## config.mk

```make
export PLATFORM = sky130hd
export DESIGN_NAME = qif_neuron_array
export DESIGN_NICKNAME = d
export VERILOG_FILES = /design/src/rtl/qif_neuron_array.sv
export SDC_FILE = /design/constraint.sdc
export NUM_CORES = 1
export LEC_CHECK = 0
export BUFFER_PORTS_ARGS = -buffer_cell sky130_fd_sc_hd__buf_2
export CAP_MARGIN = 40
export CORE_ASPECT_RATIO = 0.75
export CORE_UTILIZATION = 45
export DETAILED_ROUTE_END_ITERATION = 16
export PLACE_DENSITY = 0.62
export SLEW_MARGIN = 20
export SYNTH_ARGS = -nofsm -noshare
export SYNTH_HDL_FRONTEND = slang
export SYNTH_SLANG_ARGS = --single-unit
```

## constraint.sdc

```tcl
create_clock -name clk -period 12.1 [get_ports clk]
set_clock_uncertainty 0.15 [all_clocks]
set_input_delay 2.42 -clock clk [delete_from_list [all_inputs] [get_ports clk]]
set_output_delay 2.42 -clock clk [all_outputs]
set_load 0.05 [all_outputs]
```

## src/rtl/qif_neuron_array.sv

```systemverilog
// Multi-channel quadratic integrate-and-fire neuron array with absolute refractory
// period and a saturating population spike counter.
module qif_neuron_array #(
    parameter int WIDTH        = 8,
    parameter int N_CH         = 4,
    parameter int V_TH         = 200,
    parameter int V_RESET      = 0,
    parameter int SQ_SHIFT     = 6,
    parameter int LEAK_SHIFT   = 3,
    parameter int REFRAC_STEPS = 3,
    parameter int CNT_W        = 16
) (
    input  logic                    clk,
    input  logic                    rst_n,
    input  logic                    step,
    input  logic                    mode,
    input  logic [N_CH*WIDTH-1:0]   I_syn,
    input  logic                    clr_cnt,
    output logic [N_CH-1:0]         spike,
    output logic [N_CH*WIDTH-1:0]   V_mem,
    output logic [N_CH-1:0]         refrac,
    output logic [CNT_W-1:0]        spike_cnt
);

    localparam int RC_W = (REFRAC_STEPS > 0) ? $clog2(REFRAC_STEPS + 1) : 1;
    localparam int SW   = 2 * WIDTH + 2;
    localparam int PC_W = $clog2(N_CH + 1);
    localparam int CW   = CNT_W + PC_W;

    localparam logic [WIDTH-1:0] V_RST   = WIDTH'(V_RESET);
    localparam logic [WIDTH-1:0] TH      = WIDTH'(V_TH);
    localparam logic [RC_W-1:0]  RC_LOAD = RC_W'(REFRAC_STEPS);
    localparam logic [SW-1:0]    V_MAX   = {{(WIDTH + 2){1'b0}}, {WIDTH{1'b1}}};
    localparam logic [CW-1:0]    C_MAX   = {{PC_W{1'b0}}, {CNT_W{1'b1}}};

    logic [N_CH*WIDTH-1:0] v_q, v_d;
    logic [N_CH*RC_W-1:0]  rc_q, rc_d;
    logic [N_CH-1:0]       spike_q, spike_d;
    logic [N_CH-1:0]       refrac_q, refrac_d;
    logic [CNT_W-1:0]      cnt_q, cnt_d;

    genvar gi;
    generate
        for (gi = 0; gi < N_CH; gi++) begin : g_ch
            logic [WIDTH-1:0]   v;
            logic [WIDTH-1:0]   i_in;
            logic [2*WIDTH-1:0] vv;
            logic [2*WIDTH-1:0] sq;
            logic [WIDTH-1:0]   leak;
            logic [SW-1:0]      sum;
            logic [WIDTH-1:0]   nxt;
            logic [RC_W-1:0]    rc;
            logic [RC_W-1:0]    rc_nxt;
            logic               busy;
            logic               fire;

            assign v    = v_q[gi*WIDTH +: WIDTH];
            assign i_in = I_syn[gi*WIDTH +: WIDTH];
            assign rc   = rc_q[gi*RC_W +: RC_W];
            assign busy = (rc != '0);

            assign vv   = {{WIDTH{1'b0}}, v} * {{WIDTH{1'b0}}, v};
            assign sq   = mode ? '0 : (vv >> SQ_SHIFT);
            assign leak = v >> LEAK_SHIFT;
            // leak never exceeds v, so the subtraction cannot wrap
            assign sum  = {{(WIDTH + 2){1'b0}}, v} + {2'b00, sq}
                        + {{(WIDTH + 2){1'b0}}, i_in} - {{(WIDTH + 2){1'b0}}, leak};
            assign nxt  = (sum > V_MAX) ? {WIDTH{1'b1}} : sum[WIDTH-1:0];
            assign fire = (nxt >= TH);

            assign rc_nxt = !step ? rc
                          : busy  ? rc - RC_W'(1)
                          : fire  ? RC_LOAD
                          : rc;

            assign v_d[gi*WIDTH +: WIDTH] = !step ? v
                                          : (busy || fire) ? V_RST
                                          : nxt;
            assign rc_d[gi*RC_W +: RC_W]  = rc_nxt;
            assign spike_d[gi]            = step && !busy && fire;
            assign refrac_d[gi]           = (rc_nxt != '0);
        end
    endgenerate

    logic [PC_W-1:0] pop;
    logic [CW-1:0]   cnt_sum;

    always_comb begin
        pop = '0;
        for (int i = 0; i < N_CH; i++) begin
            pop = pop + PC_W'(spike_d[i]);
        end
        cnt_sum = CW'(cnt_q) + CW'(pop);
        if (clr_cnt) begin
            cnt_d = '0;
        end else if (cnt_sum > C_MAX) begin
            cnt_d = {CNT_W{1'b1}};
        end else begin
            cnt_d = cnt_sum[CNT_W-1:0];
        end
    end

    always_ff @(posedge clk or negedge rst_n) begin
        if (!rst_n) begin
            v_q      <= {N_CH{V_RST}};
            rc_q     <= '0;
            spike_q  <= '0;
            refrac_q <= '0;
            cnt_q    <= '0;
        end else begin
            v_q      <= v_d;
            rc_q     <= rc_d;
            spike_q  <= spike_d;
            refrac_q <= refrac_d;
            cnt_q    <= cnt_d;
        end
    end

    assign V_mem     = v_q;
    assign spike     = spike_q;
    assign refrac    = refrac_q;
    assign spike_cnt = cnt_q;

endmodule

```

# Yosys cells after proc, flatten, opt, wreduce, memory -nomap -nowiden
# Cells that the tools add are included.
[classes] n_mul=4 muxes=26 magnitude_cmp=9 add_sub_neg=20 reduce_logical=24
[ops] op="> comparator 18 x 8 -> 1 bit, second input constant" n=4
[ops] op="multiplier 8 x 8 -> 16 bit" n=4
[ops] op="two-way mux 8 bit" n=8
[ops] op="subtractor 12 x 5 -> 13 bit" n=4
[ops] op="adder 11 x 8 -> 12 bit" n=4
[ops] op="adder 8 x 10 -> 11 bit" n=4
[ops] op="two-way mux 10 bit" n=4
[ops] op=">= comparator 8 bit, second input constant" n=4
[ops] op="two-way mux 16 bit" n=2
[ops] op="two-way mux 2 bit" n=12
[ops] op="adder 16 x 3 -> 17 bit" n=1
[ops] op="> comparator 17 x 16 -> 1 bit, second input constant" n=1
[ops] op="nonzero test 2 bit" n=8
[ops] op="logical AND 1 bit" n=8
[ops] op="subtractor 2 x 1 -> 2 bit, second input constant" n=4
[ops] op="zero test 1 bit" n=4
[ops] op="logical OR 1 bit" n=4
[ops] op="adder 2 x 1 -> 3 bit" n=1
[ops] op="adder 3 x 1 -> 3 bit" n=1
[ops] op="adder 1 x 1 -> 2 bit" n=1
[word_totals] register_bits=64 out_inout_bits=56 input_bits=37

# Longest topological paths before layout
# Gate-level depths: netlist of run 1.
[depth] ltp_word=16 ltp_mapped=41

# Worst setup path before layout of run 1
# Ideal clock, no wire load.
[synth_path] path_kind="reg-to-reg" start="register v_q[14], in the netlist V_mem[14]" end="register cnt_q[10], in the netlist spike_cnt[10]" period_less_slack_ns=9.844 path_slack_ns=2.256 required_time_ns=11.813 stages_incl_launch_ff=35 setup_time_ns=0.137 arrival_ns=9.557 cell_sequence="dfrtp_1 -> clkinv_1 -> nor2_1 -> fa_1 -> fa_1 -> inv_1 -> fa_1 -> fa_1 -> inv_1 -> ha_1 -> and2_1 -> and4_1 -> a221oi_1 -> o21bai_1 -> xnor2_1 -> nor2_1 -> fa_1 -> ha_1 -> or3_4 -> a2111oi_4 -> o31ai_1 -> a211o_1 -> a2111oi_1 -> a21oi_1 -> ha_1 -> inv_1 -> fa_1 -> inv_1 -> ha_1 -> fa_1 -> a21o_1 -> nand2_1 -> or3_1 -> clkbuf_1 -> a21oi_1"
[synth_between] elab_chain_cells=16
[synth_rtl] item="start: declaration" line_no="36" text="logic [N_CH*WIDTH-1:0] v_q, v_d;"
[synth_rtl] item="start signal: assignment" line_no="105" text="v_q <= {N_CH{V_RST}};"
[synth_rtl] item="start signal: assignment" line_no="111" text="v_q <= v_d;"
[synth_rtl] item="multiplier 8 x 8 -> 16 bit" line_no="62" text="assign vv = {{WIDTH{1'b0}}, v} * {{WIDTH{1'b0}}, v};"
[synth_rtl] item="two-way mux 10 bit" line_no="63" text="assign sq = mode ? '0 : (vv >> SQ_SHIFT);"
[synth_rtl] item="adder 8 x 10 -> 11 bit" line_no="66" text="assign sum = {{(WIDTH + 2){1'b0}}, v} + {2'b00, sq}"
[synth_rtl] item="adder 11 x 8 -> 12 bit" line_no="67" text="+ {{(WIDTH + 2){1'b0}}, i_in} - {{(WIDTH + 2){1'b0}}, leak};"
[synth_rtl] item="subtractor 12 x 5 -> 13 bit *" line_no="67"
[synth_rtl] item="> comparator 18 x 8 -> 1 bit" line_no="68" text="assign nxt = (sum > V_MAX) ? {WIDTH{1'b1}} : sum[WIDTH-1:0];"
[synth_rtl] item="two-way mux 8 bit *" line_no="68"
[synth_rtl] item=">= comparator 8 bit *" line_no="69" text="assign fire = (nxt >= TH);"
[synth_rtl] item="[... 1 more ...]"
[synth_rtl] item="via spike_d[1]" line_no="38" text="logic [N_CH-1:0] spike_q, spike_d;"
[synth_rtl] item="adder 1 x 1 -> 2 bit *" line_no="91" text="pop = pop + PC_W'(spike_d[i]);"
[synth_rtl] item="adder 2 x 1 -> 3 bit *" line_no="91"
[synth_rtl] item="adder 3 x 1 -> 3 bit *" line_no="91"
[synth_rtl] item="adder 16 x 3 -> 17 bit *" line_no="93" text="cnt_sum = CW'(cnt_q) + CW'(pop);"
[synth_rtl] item="> comparator 17 x 16 -> 1 bit" line_no="96" text="end else if (cnt_sum > C_MAX) begin"
[synth_rtl] item="two-way mux 16 bit *" line_no="96"
[synth_rtl] item="two-way mux 16 bit *" line_no="94" text="if (clr_cnt) begin"
[synth_rtl] item="via cnt_d[10]" line_no="40" text="logic [CNT_W-1:0] cnt_q, cnt_d;"
[synth_rtl] item="end signal: assignment" line_no="115" text="cnt_q <= cnt_d;"
[synth_rtl] item="end: declaration" line_no="40"
# The timed path passes the listed nets; every way through them passes the cells marked *.
# A chain may end at the register's enable or synchronous reset.

# Final worst setup path of run 1
[layout_path] start="register v_q[14], in the netlist V_mem[14]" end="register cnt_q[1], in the netlist spike_cnt[1]"
# The elaborated chain is that of the path after synthesis.

==> results of run 1 <==
stage by stage:
| stage | hold WS (ps) | total power, mW | cell area, um^2 | worst slack (ps) |
|---|---|---|---|---|
| after floorplan | 310 | 0.667 | 12600 | 2260 |
| after global placement | 336 | 0.794 | 13400 | 1810 |
| after detailed placement | 355 | 0.800 | 13500 | 1740 |
| after CTS | 361 | 1.10 | 13800 | 1730 |
| after global routing | 398 | 1.18 | 13800 | 946 |
| final | 374 | 1.10 | 13800 | 1750 |
cell families (layout without fill, tap and decap cells):
logic type               count (synthesis)  after routing
other                                    1              3
multiplexers                             8              8
buffers and inverters                  353            440
flip-flops                              64             64
AND/OR/NAND/NOR                        336            336
adder cells (fa/ha/maj)                340            340
XOR/XNOR                                88             88
AO/OA/AOI/OAI                          266            266
state kept, by name, indices dropped and copies added (netlist names):
name	count
V_mem	32
spike	4
rc_q	8
spike_cnt	16
refrac	4
layer usage:
layer  GRT usage, %  wire length, um  part of all wire (%)
met1           34.3            15600                    54
met5              0                0                     0
met3           3.28             1350                   4.6
met2           31.4            12000                    41
met4           2.80               98                  0.34
final cells by class:
cell class	instances	area, um^2	share of cell area [%]
clock buffer	9	225	1.63
clock inverter	7	105	0.762
inverter	328	1230	8.92
multi-input combinational	1041	9690	70.2
sequential	64	1600	11.6
tap	351	439	3.18
timing repair buffer	96	510	3.70
cell usage in the layout, fill, tap and decap left out, types with 10 or more instances in the layout:
cell,instances
a21o_1,24
nand3_1,17
xor2_1,30
o21bai_1,10
o22ai_1,16
a31oi_1,13
ha_1,188
nand2_1,74
fa_1,152
dfrtp_1,64
o21ai_0,35
nor3_1,24
nor2b_1,11
nor2_1,129
o21a_1,12
xnor2_1,58
inv_1,319
a21oi_1,70
buf_2,92
a211oi_1,12
nand2b_1,26
cells in the mapped netlist, types with 16 or more instances:
cell,n
dfrtp_1,64
nand2b_1,26
o21ai_0,35
nand3_1,17
ha_1,188
o22ai_1,16
a21o_1,24
nor2_1,129
fa_1,152
nor3_1,24
clkbuf_1,20
nand2_1,74
xnor2_1,58
xor2_1,30
a21oi_1,70
inv_1,319
power breakdown:
| group | internal (mW) | leakage, nW | total (mW) | switching, mW |
|---|---|---|---|---|
| clock | 0.183 | 0.158 | 0.296 | 0.113 |
| sequential | 0.242 | 0.860 | 0.272 | 0.0295 |
| combinational | 0.198 | 6.39 | 0.528 | 0.329 |
path summary, 6_finish.rpt:
| kind | to | slack [ps] | cells after the start |
|---|---|---|---|
| min in group asynchronous | spike_cnt[6] | 1790 | 1 |
| min | rc_q[7] | 370 | 1 |
| max reg2reg | spike_cnt[1] | 1750 | 33 |
| max | spike_cnt[1] | 1750 | 33 |
| min reg2reg | rc_q[7] | 370 | 1 |
| max in group asynchronous | V_mem[21] | 9470 | 2 |
worst reg2reg max path: cells and delay by family, from the launching register on:
kind,cells,cell delay [ps]
buffers and inverters,5,470
flip-flops,1,480
adder cells (fa/ha/maj),11,4490
AO/OA/AOI/OAI,11,3150
XOR/XNOR,1,140
AND/OR/NAND/NOR,5,1320
==> flow_summary.ini, run 1 <==
[worst_hold_path]
hold_start = rc_q[6]
holdCritPathClass = reg -> reg

[cts]
cts_tree = built
worst_skew_pair.late_latency_ps = 340
cts_buffers = 9
htree_levels = 3
clk_pin_slew_ps = 60
hold_buffers = 0
clock_path_buffers = 2
clock_sinks = 64
ctsRootBufferMaster = clkbuf_16
post_cts_buffers = 0
cts_resized = 0

[logic_synthesis]
synth_top_area_share_pct = 24.1
yosys-top-cells-area = fa_1, ha_1, dfrtp_1
yosysWarnings = 0
ys.flop_type = dfrtp_1
synth_edf_count = 0
ys_seq_area_share_pct = 12.7
syn_inst = 1456
yosysTopAreaCell = fa_1
synthSimpleGateAreaFrac_pct = 12.6
synth_top_family_by_area = adder cells
synthArstFlopShare_pct = 100
synth_cell_types = 74
netlist_area_mm2 = 0.0126
synth_compound_gate_area_share_pct = 14.5
synth_fa_ha_area_share_pct = 42.8
synthMuxAreaShare_pct = 0.665
yosys_register_bits = 64
synthXorXnorAreaFrac_pct = 6.12
avgSynthCellArea_um2 = 8.65

[final_layout]
nNetsFinal = 1917
fin_util_pct = 50.6
n_antenna_cell = 0
synthToLayoutAreaGrowth_pct = 9.50
fill_cells = 2594
final_cells = 1896
drive_above_1_share_pct = 8.87

[die]
fp.dieW_um = 195
start_util_pct = 46.2
die_h_um = 147
ios = 93
fp-row-count = 52
die-area_mm2 = 0.0287
placeableCoreArea_mm2 = 0.0273

[pwr]
leakagePower_nw = 7.41
worst_ir_drop_vdd_mv = 0.0633
powerDensity_mw_per_mm2 = 79.4

[setup_path]
crit_slowest_cell = a2111oi_1
crit_buf_inv = 5
r2r-start = V_mem[14]
cp_data_required_time_ps = 12150
start_kind = flip-flop
worst_ep_arrival_time_ps = 10400
critPathKind = reg -> reg
critPathMaxFanout = 13
cp-startpoint = V_mem[14]
crit_top_cell = fa_1
crit_family = adder cells
slowest_delay_ps = 680
end_kind = flip-flop

[sta]
min_period_ps = 10350
tns_ps = 0
setup_viol = 0
slew_viol_final = 0
relSlewSlack_pct = 47.6
worst_pin_slew_ps = 786
finalHoldViolCount = 0
rsz0062_at_grt = no
fmax_mhz = 96.6
fin_crit_sh_pct = 85.5

[route]
drt-initial-drc-count = 466
drc_errors = 0
ant_nets = 0
detail_route.first_pass.iterations = 5
wire_per_inst_um = 15.3
viasPerCell = 5.25
vias = 9955
wirelength_mm = 29.1

[grt]
grt_overflow_total = 0
antenna_found_initial = 0
grt_max_degree = 50
grt_pass1_vias = 10104
grt.total_usage_pct = 21.6
grt_pass1_wl_mm = 50.5

[placement]
io_buffer_count = 92
dp_hpwl_mm = 24.2
place_congestion = 0.871
placedCellCount = 1880

[outcome]
status = completed

[job]
max-cap-violations = 0
(Power assumes the default switching activity.)
==> inputs of run 2 (changes only) <==
--- a/config.mk
+++ b/config.mk
@@ -5,6 +5,7 @@
 export SDC_FILE = /design/constraint.sdc
 export NUM_CORES = 1
 export LEC_CHECK = 0
+export ABC_AREA = 1
 export BUFFER_PORTS_ARGS = -buffer_cell sky130_fd_sc_hd__buf_2
 export CAP_MARGIN = 40
 export CORE_ASPECT_RATIO = 0.75
==> flow_summary.ini, run 2 <==
[setup_path]
cp_data_required_time_ps = 12170
end_kind = flip-flop
crit_top_cell = nand2_1
slowest_delay_ps = 740
start_kind = flip-flop
critPathMaxFanout = 12
critPathKind = reg -> reg
worst_ep_arrival_time_ps = 9720
crit_slowest_cell = dfrtp_1

[outcome]
status = completed

[final_layout]
n_antenna_cell = 0
multiInputGateArea_mm2 = 0.0102
mostFrequentLayoutCells = inv_1, nand2_1, ha_1
fill_cells = 3088
seqCellArea_mm2 = 0.00160
synthToLayoutAreaGrowth_pct = 7.74
largest_reg_flops = 32
final_cells = 2401
drive_above_1_share_pct = 9.09
layout_commonest_cell = inv_1
nNetsFinal = 2374

[cts]
clock_path_buffers = 2
cts_resized = 0
htree_levels = 3
clock_sinks = 64
worst_skew_pair.late_latency_ps = 330
cts_buffers = 9
clk_pin_slew_ps = 50
hold_buffers = 0
cts_tree = built
post_cts_buffers = 0
ctsRootBufferMaster = clkbuf_16

[sta]
fmax_mhz = 104
setup_viol = 0
tns_ps = 0
worst_pin_slew_ps = 667
slew_viol_final = 0
fin_crit_sh_pct = 79.7
relSlewSlack_pct = 55.5
min_period_ps = 9650
rsz0062_at_grt = no
finalHoldViolCount = 0

[route]
viasPerCell = 4.80
drc_errors = 0
detail_route.first_pass.iterations = 6
vias = 11535
wire_per_inst_um = 12.9
drt-initial-drc-count = 621
wirelength_mm = 30.9
ant_nets = 0

[logic_synthesis]
avgSynthCellArea_um2 = 7.20
ys.flop_type = dfrtp_1
yosysWarnings = 0
ys_top_cells_by_count = inv_1, nand2_1, ha_1
syn_inst = 1937
yosys_register_bits = 64
netlist_area_mm2 = 0.0139
yosysTopAreaCell = fa_1
yosys-top-cells-area = fa_1, ha_1, inv_1
synth_edf_count = 0
synth_top_area_share_pct = 21.8
synth_most_common_cell = inv_1
synthArstFlopShare_pct = 100
ys_seq_area_share_pct = 11.5
synth_cell_types = 49

[pwr]
p_sw_mw = 1.09
p_int_mw = 0.877
power_frac_seq_pct = 18.2
p_sw_share_pct = 55.4
powerDensity_mw_per_mm2 = 131
p_clk_share_pct = 13.2
power_frac_comb_pct = 68.6
leakagePower_nw = 9.32
worst_ir_drop_vdd_mv = 0.0708

[grt]
antenna_found_initial = 0
grt.total_usage_pct = 20.6
grt_max_degree = 38
grt_overflow_total = 0
grt_pass1_wl_mm = 53.9
grt_pass1_vias = 11277

[worst_hold_path]
holdCritPathClass = reg -> reg

[die]
die-area_mm2 = 0.0317
die_h_um = 154
start_util_pct = 46.0
placeableCoreArea_mm2 = 0.0303
fp.dieW_um = 205
ios = 93
fp-row-count = 55

[placement]
io_buffer_count = 92
placedCellCount = 2385
place_congestion = 0.877
dp_hpwl_mm = 25.7

[job]
max-cap-violations = 0
## run 2: routing by layer
metal	share of wire [%]	vias to the layer above	wire [um]	track usage, %
li1	-	5958	-	-
met1	51	5369	15900	31.0
met2	45	190	13800	33.1
met3	3.3	18	1020	1.22
met4	0.71	0	221	2.96
met5	0	-	0	0
## run 2: layout make-up
| class | count | area share (%) |
|---|---|---|
| Clock buffer | 11 | 1.62 |
| Multi-Input combinational cell | 1308 | 67.7 |
| Inverter | 518 | 12.9 |
| Clock inverter | 5 | 0.375 |
| Sequential cell | 64 | 10.7 |
| Tap cell | 399 | 3.32 |
| Timing Repair Buffer | 96 | 3.35 |
## run 2: cells by family (layout without fill, tap and decap cells)
| family | after synthesis | after routing | synth area share, % |
|---|---|---|---|
| AOI/OAI and AO/OA | 137 | 137 | 5.90 |
| xor gates and xnor gates | 52 | 52 | 3.27 |
| adders and majority gates | 340 | 340 | 38.7 |
| buffers and inverters | 567 | 630 | 15.6 |
| DFF | 64 | 64 | 11.5 |
| muxes | 1 | 1 | 0.0718 |
| other | 1 | 3 | 0.0269 |
| and+or+nand+nor | 775 | 775 | 24.9 |
## run 2: path summary, 6_finish.rpt
| kind | from | to | slack [ps] | cells after the start |
|---|---|---|---|---|
| max | V_mem[4] | spike_cnt[13] | 2450 | 54 |
| min | rc_q[7] | refrac[3] | 390 | 2 |
| min in group asynchronous | rst_n | V_mem[31] | 1970 | 2 |
| min reg2reg | rc_q[7] | refrac[3] | 390 | 2 |
| max reg2reg | V_mem[4] | spike_cnt[13] | 2450 | 54 |
| max in group asynchronous | rst_n | V_mem[18] | 9300 | 3 |
## run 2: critical path: cells and delay by family, from the launching register on
family / cells / cell delay (ps)
AOI/OAI and AO/OA: 4 / 640
buffers and inverters: 6 / 370
xor gates and xnor gates: 1 / 170
and+or+nand+nor: 32 / 3630
DFF: 1 / 740
adders and majority gates: 11 / 3830
## run 2: through the flow
stage / cell area, um^2 / worst slack [ps] / hold slack (ps) / utilization, % / power, mW
global route: 15000 / 1540 / 422 / 49.6 / 2.19
floorplan: 13900 / 3170 / 337 / - / 1.40
detailed placement: 14700 / 2510 / 368 / 48.6 / 1.71
CTS: 15000 / 2460 / 385 / 49.6 / 1.98
global placement: 14700 / 2610 / 363 / 48.5 / 1.70
finish: 15000 / 2450 / 386 / 49.6 / 1.97
## run 2: power by group through the flow
stage / clock, mW / combinational, mW / sequential [mW]
floorplan: 0 / 0.993 / 0.409
global placement: 0 / 1.34 / 0.362
detailed placement: 0 / 1.35 / 0.364
CTS: 0.265 / 1.36 / 0.361
global route: 0.274 / 1.55 / 0.370
finish: 0.259 / 1.35 / 0.359
